--- src/rtl/vga_timing_pkg.sv ---
// Shared VGA timing constants and the vertical-state type used by the
// vertical timing block and its neighbours in the video pipeline.
package vga_timing_pkg;

    localparam int unsigned H_VISIBLE    = 640;
    localparam int unsigned H_TOTAL      = 800;
    localparam int unsigned H_SYNC_START = 656;
    localparam int unsigned H_SYNC_END   = 752;

    localparam int unsigned V_VISIBLE = 480;
    localparam int unsigned V_FRONT   = 10;
    localparam int unsigned V_SYNC    = 2;
    localparam int unsigned V_BACK    = 33;
    localparam int unsigned V_TOTAL   = V_VISIBLE + V_FRONT + V_SYNC + V_BACK;

    typedef enum logic [2:0] {
        IDLE,
        ACTIVE,
        FRONT,
        SYNC,
        BACK
    } v_state_t;

endpackage

--- src/rtl/vga_vertical_timing_if.sv ---
// Signal bundle between the horizontal counter, the vertical timing block
// and the pixel generator. The master side supplies the horizontal timing,
// the slave side (vertical timing) returns the frame-level timing.
interface vga_vertical_timing_if #(
    parameter int CW = 10
) ();

    logic [CW-1:0] horizontalCount;
    logic          hsyncIn;
    logic [CW-1:0] verticalCount;
    logic          vsync;
    logic          hsyncOut;
    logic          videoOn;
    logic          frameStart;
    logic          lineStart;

    modport master (
        output horizontalCount,
        output hsyncIn,
        input  verticalCount,
        input  vsync,
        input  hsyncOut,
        input  videoOn,
        input  frameStart,
        input  lineStart
    );

    modport slave (
        input  horizontalCount,
        input  hsyncIn,
        output verticalCount,
        output vsync,
        output hsyncOut,
        output videoOn,
        output frameStart,
        output lineStart
    );

endinterface

--- src/rtl/vga_line_edge_detect.sv ---
// Detects the end of a horizontal line as any backward step of the
// horizontal count. A held count never produces an event.
module vga_line_edge_detect #(
    parameter int CW = 10
) (
    input  logic          clk,
    input  logic          srst,
    input  logic [CW-1:0] count,
    output logic          line_end
);

    logic [CW-1:0] prev_h_reg;

    // Remember last cycle's horizontal count.
    always_ff @(posedge clk) begin
        if (srst) begin
            prev_h_reg <= '0;
        end else begin
            prev_h_reg <= count;
        end
    end

    // Any wrap, glitch-return or upstream restart looks like a backward jump.
    assign line_end = (count < prev_h_reg);

endmodule

--- src/rtl/vga_vertical_timing.sv ---
// Vertical timing stage: counts lines from the horizontal counter's wraps,
// generates vsync, display enable and frame/line strobes, and re-times
// hsync so every timing output leaves on the same clock edge.
module vga_vertical_timing #(
    parameter int unsigned H_VISIBLE = vga_timing_pkg::H_VISIBLE,
    parameter int unsigned V_VISIBLE = vga_timing_pkg::V_VISIBLE,
    parameter int unsigned V_FRONT   = vga_timing_pkg::V_FRONT,
    parameter int unsigned V_SYNC    = vga_timing_pkg::V_SYNC,
    parameter int unsigned V_BACK    = vga_timing_pkg::V_BACK,
    parameter int          CW        = 10
) (
    input  logic                  Clk,
    input  logic                  vgaRes,
    vga_vertical_timing_if.slave  bus
);

    import vga_timing_pkg::v_state_t;
    import vga_timing_pkg::IDLE;
    import vga_timing_pkg::ACTIVE;
    import vga_timing_pkg::FRONT;
    import vga_timing_pkg::SYNC;
    import vga_timing_pkg::BACK;

    // Line numbers at which each vertical region ends (exclusive bounds).
    localparam logic [CW-1:0] ACTIVE_END = CW'(V_VISIBLE);
    localparam logic [CW-1:0] FRONT_END  = CW'(V_VISIBLE + V_FRONT);
    localparam logic [CW-1:0] SYNC_END   = CW'(V_VISIBLE + V_FRONT + V_SYNC);
    localparam logic [CW-1:0] LINE_LAST  = CW'(V_VISIBLE + V_FRONT + V_SYNC + V_BACK - 1);
    localparam logic [CW-1:0] H_VIS_END  = CW'(H_VISIBLE);

    v_state_t      state_reg, state_next;
    logic [CW-1:0] vcount_reg, vcount_next;
    logic [CW-1:0] n_line;
    logic          vsync_reg, vsync_next;
    logic          hsync_reg;
    logic          video_reg, video_next;
    logic          frame_reg, frame_next;
    logic          line_reg, line_next;
    logic          line_end;

    vga_line_edge_detect #(.CW(CW)) u_edge (
        .clk      (Clk),
        .srst     (vgaRes),
        .count    (bus.horizontalCount),
        .line_end (line_end)
    );

    // Candidate next line number, wrapping after the last line of the frame.
    always_comb begin
        n_line = (vcount_reg == LINE_LAST) ? '0 : vcount_reg + 1'b1;
    end

    // Next-state, line counter and strobe/output decisions.
    always_comb begin
        state_next  = state_reg;
        vcount_next = vcount_reg;
        frame_next  = 1'b0;
        line_next   = 1'b0;
        if (line_end) begin
            if (state_reg == IDLE) begin
                // First complete line after reset starts a fresh frame.
                vcount_next = '0;
                state_next  = ACTIVE;
                frame_next  = 1'b1;
                line_next   = 1'b1;
            end else begin
                vcount_next = n_line;
                line_next   = 1'b1;
                frame_next  = (n_line == '0);
                if (n_line < ACTIVE_END) begin
                    state_next = ACTIVE;
                end else if (n_line < FRONT_END) begin
                    state_next = FRONT;
                end else if (n_line < SYNC_END) begin
                    state_next = SYNC;
                end else begin
                    state_next = BACK;
                end
            end
        end
        vsync_next = (state_next != SYNC);
        video_next = (state_next == ACTIVE) && (bus.horizontalCount < H_VIS_END);
    end

    // State, counter and all timing outputs register on the same edge.
    always_ff @(posedge Clk) begin
        if (vgaRes) begin
            state_reg  <= IDLE;
            vcount_reg <= '0;
            vsync_reg  <= 1'b1;
            hsync_reg  <= 1'b1;
            video_reg  <= 1'b0;
            frame_reg  <= 1'b0;
            line_reg   <= 1'b0;
        end else begin
            state_reg  <= state_next;
            vcount_reg <= vcount_next;
            vsync_reg  <= vsync_next;
            hsync_reg  <= bus.hsyncIn;
            video_reg  <= video_next;
            frame_reg  <= frame_next;
            line_reg   <= line_next;
        end
    end

    assign bus.verticalCount = vcount_reg;
    assign bus.vsync         = vsync_reg;
    assign bus.hsyncOut      = hsync_reg;
    assign bus.videoOn       = video_reg;
    assign bus.frameStart    = frame_reg;
    assign bus.lineStart     = line_reg;

endmodule

--- src/flat_wrapper.sv ---
// flat-port wrapper written by rule: the top's interface ports become plain ports
module vga_vertical_timing_flat import vga_timing_pkg::v_state_t; import vga_timing_pkg::IDLE; import vga_timing_pkg::ACTIVE; import vga_timing_pkg::FRONT; import vga_timing_pkg::SYNC; import vga_timing_pkg::BACK;
#(
    parameter int unsigned H_VISIBLE = vga_timing_pkg::H_VISIBLE,
    parameter int unsigned V_VISIBLE = vga_timing_pkg::V_VISIBLE,
    parameter int unsigned V_FRONT   = vga_timing_pkg::V_FRONT,
    parameter int unsigned V_SYNC    = vga_timing_pkg::V_SYNC,
    parameter int unsigned V_BACK    = vga_timing_pkg::V_BACK,
    parameter int          CW        = 10
)
  (Clk, vgaRes, bus_horizontalCount, bus_hsyncIn, bus_verticalCount, bus_vsync, bus_hsyncOut, bus_videoOn, bus_frameStart, bus_lineStart);
  vga_vertical_timing_if #(.CW(CW)) bus_i ();
  input  logic Clk;
  input  logic vgaRes;
  input wire logic [$bits(bus_i.horizontalCount)-1:0] bus_horizontalCount;
  input wire logic [$bits(bus_i.hsyncIn)-1:0] bus_hsyncIn;
  output wire logic [$bits(bus_i.verticalCount)-1:0] bus_verticalCount;
  output wire logic [$bits(bus_i.vsync)-1:0] bus_vsync;
  output wire logic [$bits(bus_i.hsyncOut)-1:0] bus_hsyncOut;
  output wire logic [$bits(bus_i.videoOn)-1:0] bus_videoOn;
  output wire logic [$bits(bus_i.frameStart)-1:0] bus_frameStart;
  output wire logic [$bits(bus_i.lineStart)-1:0] bus_lineStart;
  assign bus_i.horizontalCount = bus_horizontalCount;
  assign bus_i.hsyncIn = bus_hsyncIn;
  assign bus_verticalCount = bus_i.verticalCount;
  assign bus_vsync = bus_i.vsync;
  assign bus_hsyncOut = bus_i.hsyncOut;
  assign bus_videoOn = bus_i.videoOn;
  assign bus_frameStart = bus_i.frameStart;
  assign bus_lineStart = bus_i.lineStart;
  vga_vertical_timing #(.H_VISIBLE(H_VISIBLE), .V_VISIBLE(V_VISIBLE), .V_FRONT(V_FRONT), .V_SYNC(V_SYNC), .V_BACK(V_BACK), .CW(CW)) u_core (.Clk(Clk), .vgaRes(vgaRes), .bus(bus_i));
endmodule
--- config.mk ---
export PLATFORM = sky130hd
export DESIGN_NAME = vga_vertical_timing_flat
export DESIGN_NICKNAME = d
export VERILOG_FILES = /design/src/rtl/vga_timing_pkg.sv /design/src/rtl/vga_vertical_timing_if.sv /design/src/rtl/vga_line_edge_detect.sv /design/src/rtl/vga_vertical_timing.sv /design/src/flat_wrapper.sv
export SDC_FILE = /design/constraint.sdc
export NUM_CORES = 1
export LEC_CHECK = 0
export CORE_MARGIN = 1.5
export CORE_UTILIZATION = 52
export CTS_BUF_LIST = sky130_fd_sc_hd__clkbuf_4 sky130_fd_sc_hd__clkbuf_8 sky130_fd_sc_hd__clkbuf_16
export DETAILED_ROUTE_END_ITERATION = 10
export GPL_TIMING_DRIVEN = 1
export HOLD_SLACK_MARGIN = 0.12
export PLACE_DENSITY = 0.79
export SKIP_CTS_REPAIR_TIMING = 1
export SYNTH_ARGS = -nofsm -noshare
export SYNTH_HDL_FRONTEND = slang
export SYNTH_SLANG_ARGS = --single-unit
export TNS_END_PERCENT = 10
--- constraint.sdc ---
create_clock -name Clk -period 4 [get_ports Clk]
set_clock_uncertainty 0.05 [all_clocks]
set_input_delay 1.2 -clock Clk [delete_from_list [all_inputs] [get_ports Clk]]
set_output_delay 1.2 -clock Clk [all_outputs]
set_load 0.01 [all_outputs]
==> results of run 1 <==
[layer usage]
metal  GRT usage (%)  up-vias
met3           3.348        6
met4           8.638        0
met1           27.32      709
li1                -      745
met5               0        -
met2           38.15       40
[power by group]
group | internal [µW] | leakage [µW] | total [µW] | switching (µW)
Sequential | 291 | 0.000230 | 297 | 6.62
Combinational | 50.5 | 0.000456 | 101 | 50.4
Clock | 101 | 0.0000279 | 181 | 79.7
[layout by cell type, fill, tap and decap left out, types with 2 or more instances in the layout]
cell type,instances
or3_1,6
nand4_1,2
nor3_1,4
o21ai_0,12
nor2b_1,11
nor4bb_1,2
nor4_1,4
o2111ai_1,2
clkbuf_4,3
nand3b_1,2
and3_1,2
a21oi_1,14
or4_1,4
o21a_1,5
buf_4,3
a211oi_1,2
clkdlybuf4s50_1,27
nand2_1,10
a22oi_1,2
o211ai_1,3
ha_1,11
nand3_1,6
inv_1,13
nor2_1,13
dfxtp_1,28
[critical path, stage by stage]
cell             delay (ns)
clkdlybuf4s50_1        0.43
ha_1                   0.22
or3b_1                 0.38
o2111ai_1              0.12
a211oi_1               0.14
or2_1                  0.30
buf_4                  0.18
or4_1                  0.50
a21oi_1                0.15
[path summary, 6_finish.rpt]
path	from	endpoint	slack [ns]	cells after the start
worst max-delay path	bus_horizontalCount[1]	u_core.bus.verticalCount[3]	0.60	9
worst min-delay path	u_core.state_reg[2]	u_core.bus.vsync	0.52	1
worst max register to register	u_core.bus.verticalCount[1]	u_core.bus.vsync	1.36	7
worst min register to register	u_core.state_reg[2]	u_core.bus.vsync	0.52	1
[cell type report]
cell class / instances / area, µm²
Fill cell: 229 / 885.9
Clock inverter: 1 / 30.03
Sequential cell: 28 / 560.5
Clock buffer: 3 / 22.52
Timing Repair Buffer: 30 / 292.8
Tap cell: 31 / 38.79
Multi-Input combinational cell: 139 / 925.9
Inverter: 13 / 48.80
[logic make-up (layout without fill, tap and decap cells)]
kind of cell | after synthesis | in the layout | synth area share, %
AOI/OAI and AO/OA | 52 | 52 | 22.22
xor gates and xnor gates | 1 | 1 | 0.5557
adders and majority gates | 11 | 11 | 8.730
buffers and inverters | 22 | 47 | 5.715
DFF | 28 | 28 | 35.56
and+or+nand+nor | 75 | 75 | 27.22
[through the flow]
stage                     hold WS [ns]  instance area [µm²]  utilization, %  total power (µW)  std cells
after floorplan                 0.4327                 1577               -             363.2        189
after global placement          0.4703                 1867           66.55             400.5        241
after detailed placement        0.4730                 1867           66.55             403.7        241
after CTS                       0.5070                 1919           68.42             583.7        245
after global routing            0.5492                 1919           68.42             607.3        245
final                           0.5246                 1919           68.42             579.3        245
==> metrics.cfg, run 1 <==
[status]
outcome=finished clean

[drt]
m1WireLength_um=1523
num_vias=1500
met2RoutedLength_um=1803
ant_nets=0
wl_met3_um=157
detail_route.vias_per_cell=6.122
drc_errors=0
drt-initial-drc-count=111
top_layer_used=met4
postRouteWirelength_um=3527
drt_pass1_iterations=6
wire_per_inst_um=14.40

[cts]
tritoncts_num_sinks=28
cts-root-to-sink-buffers=2
htree_levels=1
inserted_clock_buffers=3
cts_tree=done
clkLatencyLatePin_ns=0.32
clock_pin_slew_on_the_worst_setup_and_hold_paths_ns=0.14
root_buffer=clkbuf_4

[sta]
maxSlewHeadroom_pct=54.09
postLayoutSetupSlackWorst_ns=0.5998
final.setup.tns_ns=0
worst-slew-pin-transition_ns=0.6835
max_clock_freq_mhz=294.1
final_min_period_over_clock_period_pct=85.01
timing_max_transition_violations_final=0
number_of_setup_violations_in_the_final_report=0
timing.final.hold_violations=0
period_minus_slack_ns=3.400
grt_setup_unrepaired=false

[worst_setup_path]
critical_setup_path_class=input pin to flop
timing.critical_path.required_ns=4.22
cp_max_fo=8
crit_path_start_kind=input pin
worstSetupEndpointType=flop
worst-endpoint-arrival_ns=3.62

[die]
die-area_mm2=0.003371
die_w_um=58.06
boundaryPins=28
initial_core_util_pct=56.20
die_h_um=58.06
fp.coreArea_mm2=0.002805
placementRows=19

[placement]
dp_worst_setup_slack_ns=0.2620
total_half_perimeter_wirelength_after_legalization_and_detailed_placement_um=2615
portBuffers=27
routabilityCongestion=0.8352

[yosys]
post_synth.cell_area_avg_um2=8.341
net_count_of_the_mapped_netlist=213
mappedNetlistArea_mm2=0.001577
synth-edff-count=0
synth_cell_types=46
synth-warning-count=0
yosysSeqAreaShare_pct=35.56
synth_top_cell_by_area=dfxtp_1
synth.top_cells.by_area=dfxtp_1, ha_1, a21oi_1, nor2b_1, o21ai_0
synth_top_area_share_pct=35.56
synth_seq_cells=28
most_numerous_cell_in_the_yosys_netlist=dfxtp_1
cell_count_after_synthesis=189
ys_dominant_reg_cell=dfxtp_1
async_reset_ff_share_pct=0
netlist_top_cells_count=dfxtp_1, a21oi_1, inv_1, nor2_1, o21ai_0

[global_routing]
grt_pass1_vias=1371
wire_length_of_the_first_global_routing_pass_um=5871
antenna_found_initial=0
grt_util_overall_pct=22.01
grt.overflow.total=0
grt_max_degree=25

[power]
power_density_mw_per_mm2=301.8
static-leakage-power_uw=0.0007134
vdd_drop_max_mv=0.2599

[layout]
drive_above_1_share_pct=4.673
finish.net_count=239
synthToLayoutAreaGrowth_pct=21.75
insertedDiodeCount=0

[min_path]
type_of_the_most_critical_hold_path=flop to flop

[flow_run]
max_cap_violations=0

Note: power is estimated with default switching activity, not from simulation.
==> run 2: changes to the inputs <==
--- a/config.mk
+++ b/config.mk
@@ -8,6 +8,7 @@
 export CORE_MARGIN = 1.5
 export CORE_UTILIZATION = 52
 export CTS_BUF_LIST = sky130_fd_sc_hd__clkbuf_4 sky130_fd_sc_hd__clkbuf_8 sky130_fd_sc_hd__clkbuf_16
+export CTS_CLUSTER_DIAMETER = 30
 export DETAILED_ROUTE_END_ITERATION = 10
 export GPL_TIMING_DRIVEN = 1
 export HOLD_SLACK_MARGIN = 0.12
==> results of run 2 <==
No change in the layout: final DEF, timing and power equal those of run 1.
==> run 3: changes to the inputs <==
--- a/config.mk
+++ b/config.mk
@@ -5,6 +5,7 @@
 export SDC_FILE = /design/constraint.sdc
 export NUM_CORES = 1
 export LEC_CHECK = 0
+export ABC_AREA = 1
 export CORE_MARGIN = 1.5
 export CORE_UTILIZATION = 52
 export CTS_BUF_LIST = sky130_fd_sc_hd__clkbuf_4 sky130_fd_sc_hd__clkbuf_8 sky130_fd_sc_hd__clkbuf_16
@@ -12,7 +13,7 @@
 export DETAILED_ROUTE_END_ITERATION = 10
 export GPL_TIMING_DRIVEN = 1
 export HOLD_SLACK_MARGIN = 0.12
-export PLACE_DENSITY = 0.79
+export PLACE_DENSITY = 0.78
 export SKIP_CTS_REPAIR_TIMING = 1
 export SYNTH_ARGS = -nofsm -noshare
 export SYNTH_HDL_FRONTEND = slang
==> constraint.sdc (replaced) <==
create_clock -name Clk -period 4 [get_ports Clk]
set_clock_uncertainty 0.05 [all_clocks]
set_input_delay 0.6 -clock Clk [delete_from_list [all_inputs] [get_ports Clk]]
set_output_delay 0.6 -clock Clk [all_outputs]
set_load 0.01 [all_outputs]
==> metrics.cfg, run 3 <==
[status]
outcome=finished clean  ; unchanged

[global_routing]
grt_pass1_vias=1303  ; was 1371
antenna_found_initial=0  ; unchanged
grt_max_degree=26  ; was 25
grt_util_overall_pct=19.65  ; was 22.01%
grt.overflow.total=0  ; unchanged
wire_length_of_the_first_global_routing_pass_um=5361  ; was 5871 µm

[yosys]
cell_count_after_synthesis=237  ; was 189
synth_seq_cells=28  ; unchanged
post_synth.cell_area_avg_um2=6.963  ; was 8.341 µm²
mappedNetlistArea_mm2=0.001650  ; was 0.001577 mm²
most_numerous_cell_in_the_yosys_netlist=nand2_1  ; was dfxtp_1
synthMuxAreaShare_pct=0  ; unchanged
synth.top_cells.by_area=dfxtp_1, nand2_1, inv_1, ha_1, nor2_1  ; was dfxtp_1, ha_1, a21oi_1, nor2b_1, o21ai_0
post_synth_fa_ha_maj_area_fraction_pct=8.340  ; was 8.730%
synth_top_area_share_pct=33.97  ; was 35.56%
synth-edff-count=0  ; unchanged
synth-warning-count=0  ; unchanged
ys_dominant_reg_cell=dfxtp_1  ; unchanged
main_combinational_cell_family_by_area_after_synthesis=simple AND/OR/NAND/NOR gates  ; unchanged
yosysSeqAreaShare_pct=33.97  ; was 35.56%
post_synth_xor_area_fraction_pct=1.516  ; was 0.5556%
net_count_of_the_mapped_netlist=261  ; was 213
synth_simple_gate_area_share_pct=34.95  ; was 27.22%
netlist_top_cells_count=nand2_1, inv_1, dfxtp_1, nor2_1  ; was dfxtp_1, a21oi_1, inv_1, nor2_1, o21ai_0
synth_top_cell_by_area=dfxtp_1  ; unchanged
synth_cell_types=33  ; was 46
synthesized_area_fraction_occupied_by_ao_oa_aoi_and_oai_cells_pct=8.795  ; was 22.22%
async_reset_ff_share_pct=0  ; unchanged

[drt]
ant_nets=0  ; unchanged
num_vias=1421  ; was 1500
postRouteWirelength_um=3051  ; was 3527 µm
drt-initial-drc-count=40  ; was 111
drt_pass1_iterations=4  ; was 6
wire_per_inst_um=10.04  ; was 14.40 µm
drc_errors=0  ; unchanged
detail_route.vias_per_cell=4.674  ; was 6.122

[worst_setup_path]
critical_setup_path_class=input pin to flop  ; unchanged
timing.critical_path.required_ns=4.16  ; was 4.22 ns
worstSetupEndpointType=flop  ; unchanged
cp_max_fo=16  ; was 8
worst-endpoint-arrival_ns=2.62  ; was 3.62 ns
crit_path_start_kind=input pin  ; unchanged

[sta]
worst-slew-pin-transition_ns=0.9240  ; was 0.6835 ns
timing_max_transition_violations_final=0  ; unchanged
max_clock_freq_mhz=407.1  ; was 294.1 MHz
timing.final.hold_violations=0  ; unchanged
grt_setup_unrepaired=false  ; unchanged
postLayoutSetupSlackWorst_ns=1.544  ; was 0.5998 ns
maxSlewHeadroom_pct=38.21  ; was 54.09%
final.setup.tns_ns=0  ; unchanged
period_minus_slack_ns=2.456  ; was 3.400 ns
number_of_setup_violations_in_the_final_report=0  ; unchanged
final_min_period_over_clock_period_pct=61.41  ; was 85.01%

[cts]
cts_tree=done  ; unchanged
cts-root-to-sink-buffers=2  ; unchanged
tritoncts_num_sinks=28  ; unchanged
clock_pin_slew_on_the_worst_setup_and_hold_paths_ns=0.13  ; was 0.14 ns
root_buffer=clkbuf_4  ; unchanged
clkLatencyLatePin_ns=0.32  ; about the same
inserted_clock_buffers=3  ; unchanged
htree_levels=1  ; unchanged

[layout]
drive_above_1_share_pct=9.231  ; was 4.673%
mostFrequentLayoutCells=nand2_1, inv_1, dfxtp_1  ; was dfxtp_1, clkdlybuf4s50_1, a21oi_1
layout.core_utilization_pct=64.67  ; was 68.42%
insertedDiodeCount=0  ; unchanged
layout_commonest_cell=nand2_1  ; was dfxtp_1
synthToLayoutAreaGrowth_pct=18.65  ; was 21.75%
finish.instance_area_mm2=0.001958  ; was 0.001919 mm²
finish.net_count=286  ; was 239

[die]
die_h_um=59.34  ; was 58.06 µm
initial_core_util_pct=54.50  ; was 56.20%
fp.coreArea_mm2=0.003028  ; was 0.002805 mm²
die_w_um=59.34  ; was 58.06 µm
die-area_mm2=0.003521  ; was 0.003371 mm²
placementRows=20  ; was 19
boundaryPins=28  ; unchanged

[power]
power.share.sequential_pct=60.0  ; was 51.3%
intPower_uw=364.4  ; was 442.6 µW
design_power_total_uw=488.8  ; was 579.3 µW
p_switching_uw=124.4  ; was 136.7 µW
comb_power_share_pct=17.4  ; about the same
power_density_mw_per_mm2=249.6  ; was 301.8 mW/mm²
static-leakage-power_uw=0.0008270  ; was 0.0007134 µW
vdd_drop_max_mv=0.1709  ; was 0.2599 mV
clock_share_of_power_pct=22.6  ; was 31.2%
switching_share_pct=25.45  ; was 23.60%

[placement]
total_half_perimeter_wirelength_after_legalization_and_detailed_placement_um=2401  ; was 2615 µm
portBuffers=27  ; unchanged
routabilityCongestion=0.8601  ; was 0.8352
dpl-instance-area_mm2=0.001936  ; was 0.001867 mm²
dp_worst_setup_slack_ns=1.185  ; was 0.2620 ns

[min_path]
type_of_the_most_critical_hold_path=flop to flop  ; unchanged

[flow_run]
max_cap_violations=0  ; unchanged

## run 3: cell count changes in the layout (fill, tap and decap cells not counted), moves of 4 or more
cell     previous run  this run
inv_1              13        38
nand2_1            10        62
nand3_1             6        14
nor2_1             13        26
nor2b_1            11         0
nor4_1              4         0
o21ai_0            12         1
or3_1               6         0
or4_1               4         0
## run 3: critical path: stages
cell and delay [ns]:
clkdlybuf4s50_1 0.43, ha_1 0.32, nand2_1 0.10, inv_1 0.05, nand2_1 0.05, nand2_1 0.04, nand2_1 0.05, nand3_1 0.07
buf_4 0.20, nor2_4 0.29, nand4_4 0.16, a21oi_4 0.16, nand3b_1 0.11
## run 3: area by class of cell
cell class                 count  area (µm²)
inverter                      42       157.7
sequential                    28       560.5
clock buffer                   3       22.52
multi-input combinational    159       884.6
timing repair buffer          28       277.8
tap                           44       55.05
fill                         263        1070
## run 3: final timing paths
kind | startpoint | to | slack [ns] | depth (start not counted)
worst max-delay path | bus_horizontalCount[5] | u_core.bus.vsync | 1.54 | 13
worst min-delay path | u_core.bus.verticalCount[9] | u_core.bus.verticalCount[9] | 0.50 | 2
worst max register to register | u_core.u_edge.prev_h_reg[5] | u_core.bus.vsync | 1.92 | 13
worst min register to register | u_core.bus.verticalCount[9] | u_core.bus.verticalCount[9] | 0.50 | 2
## run 3: kinds of logic after synthesis
| logic type | Yosys count |
|---|---|
| AND/OR/NAND/NOR | 123 |
| buffers and inverters | 50 |
| flip-flops | 28 |
| AO/OA/AOI/OAI | 23 |
| adder cells (fa/ha/maj) | 11 |
| XOR/XNOR | 2 |
## run 3: stage by stage
step / instances / hold slack [ns]
6_report: 304 / 0.4959
5_1_grt: 304 / 0.5255
4_1_cts: 304 / 0.4967
3_5_place_dp: 301 / 0.4750
3_3_place_gp: 301 / 0.4709
2_1_floorplan: 237 / 0.4681
## run 3: power groups by stage
stage                     registers (µW)  logic (µW)  clock network [µW]
after floorplan                      301        51.0                   0
after global placement               299        82.7                   0
after global routing                 295        96.5                 123
final                                293        85.0                 110
after CTS                            293        85.4                 114
after detailed placement             300        84.9                   0
## run 3: layer usage
metal / vias to the layer above / part of all wire [%] / track usage [%]
li1: 775 / - / -
met1: 612 / 48 / 25.20
met2: 32 / 47 / 33.12
met3: 2 / 4.5 / 5.022
met4: 0 / 0.69 / 4.221
met5: - / 0 / 0
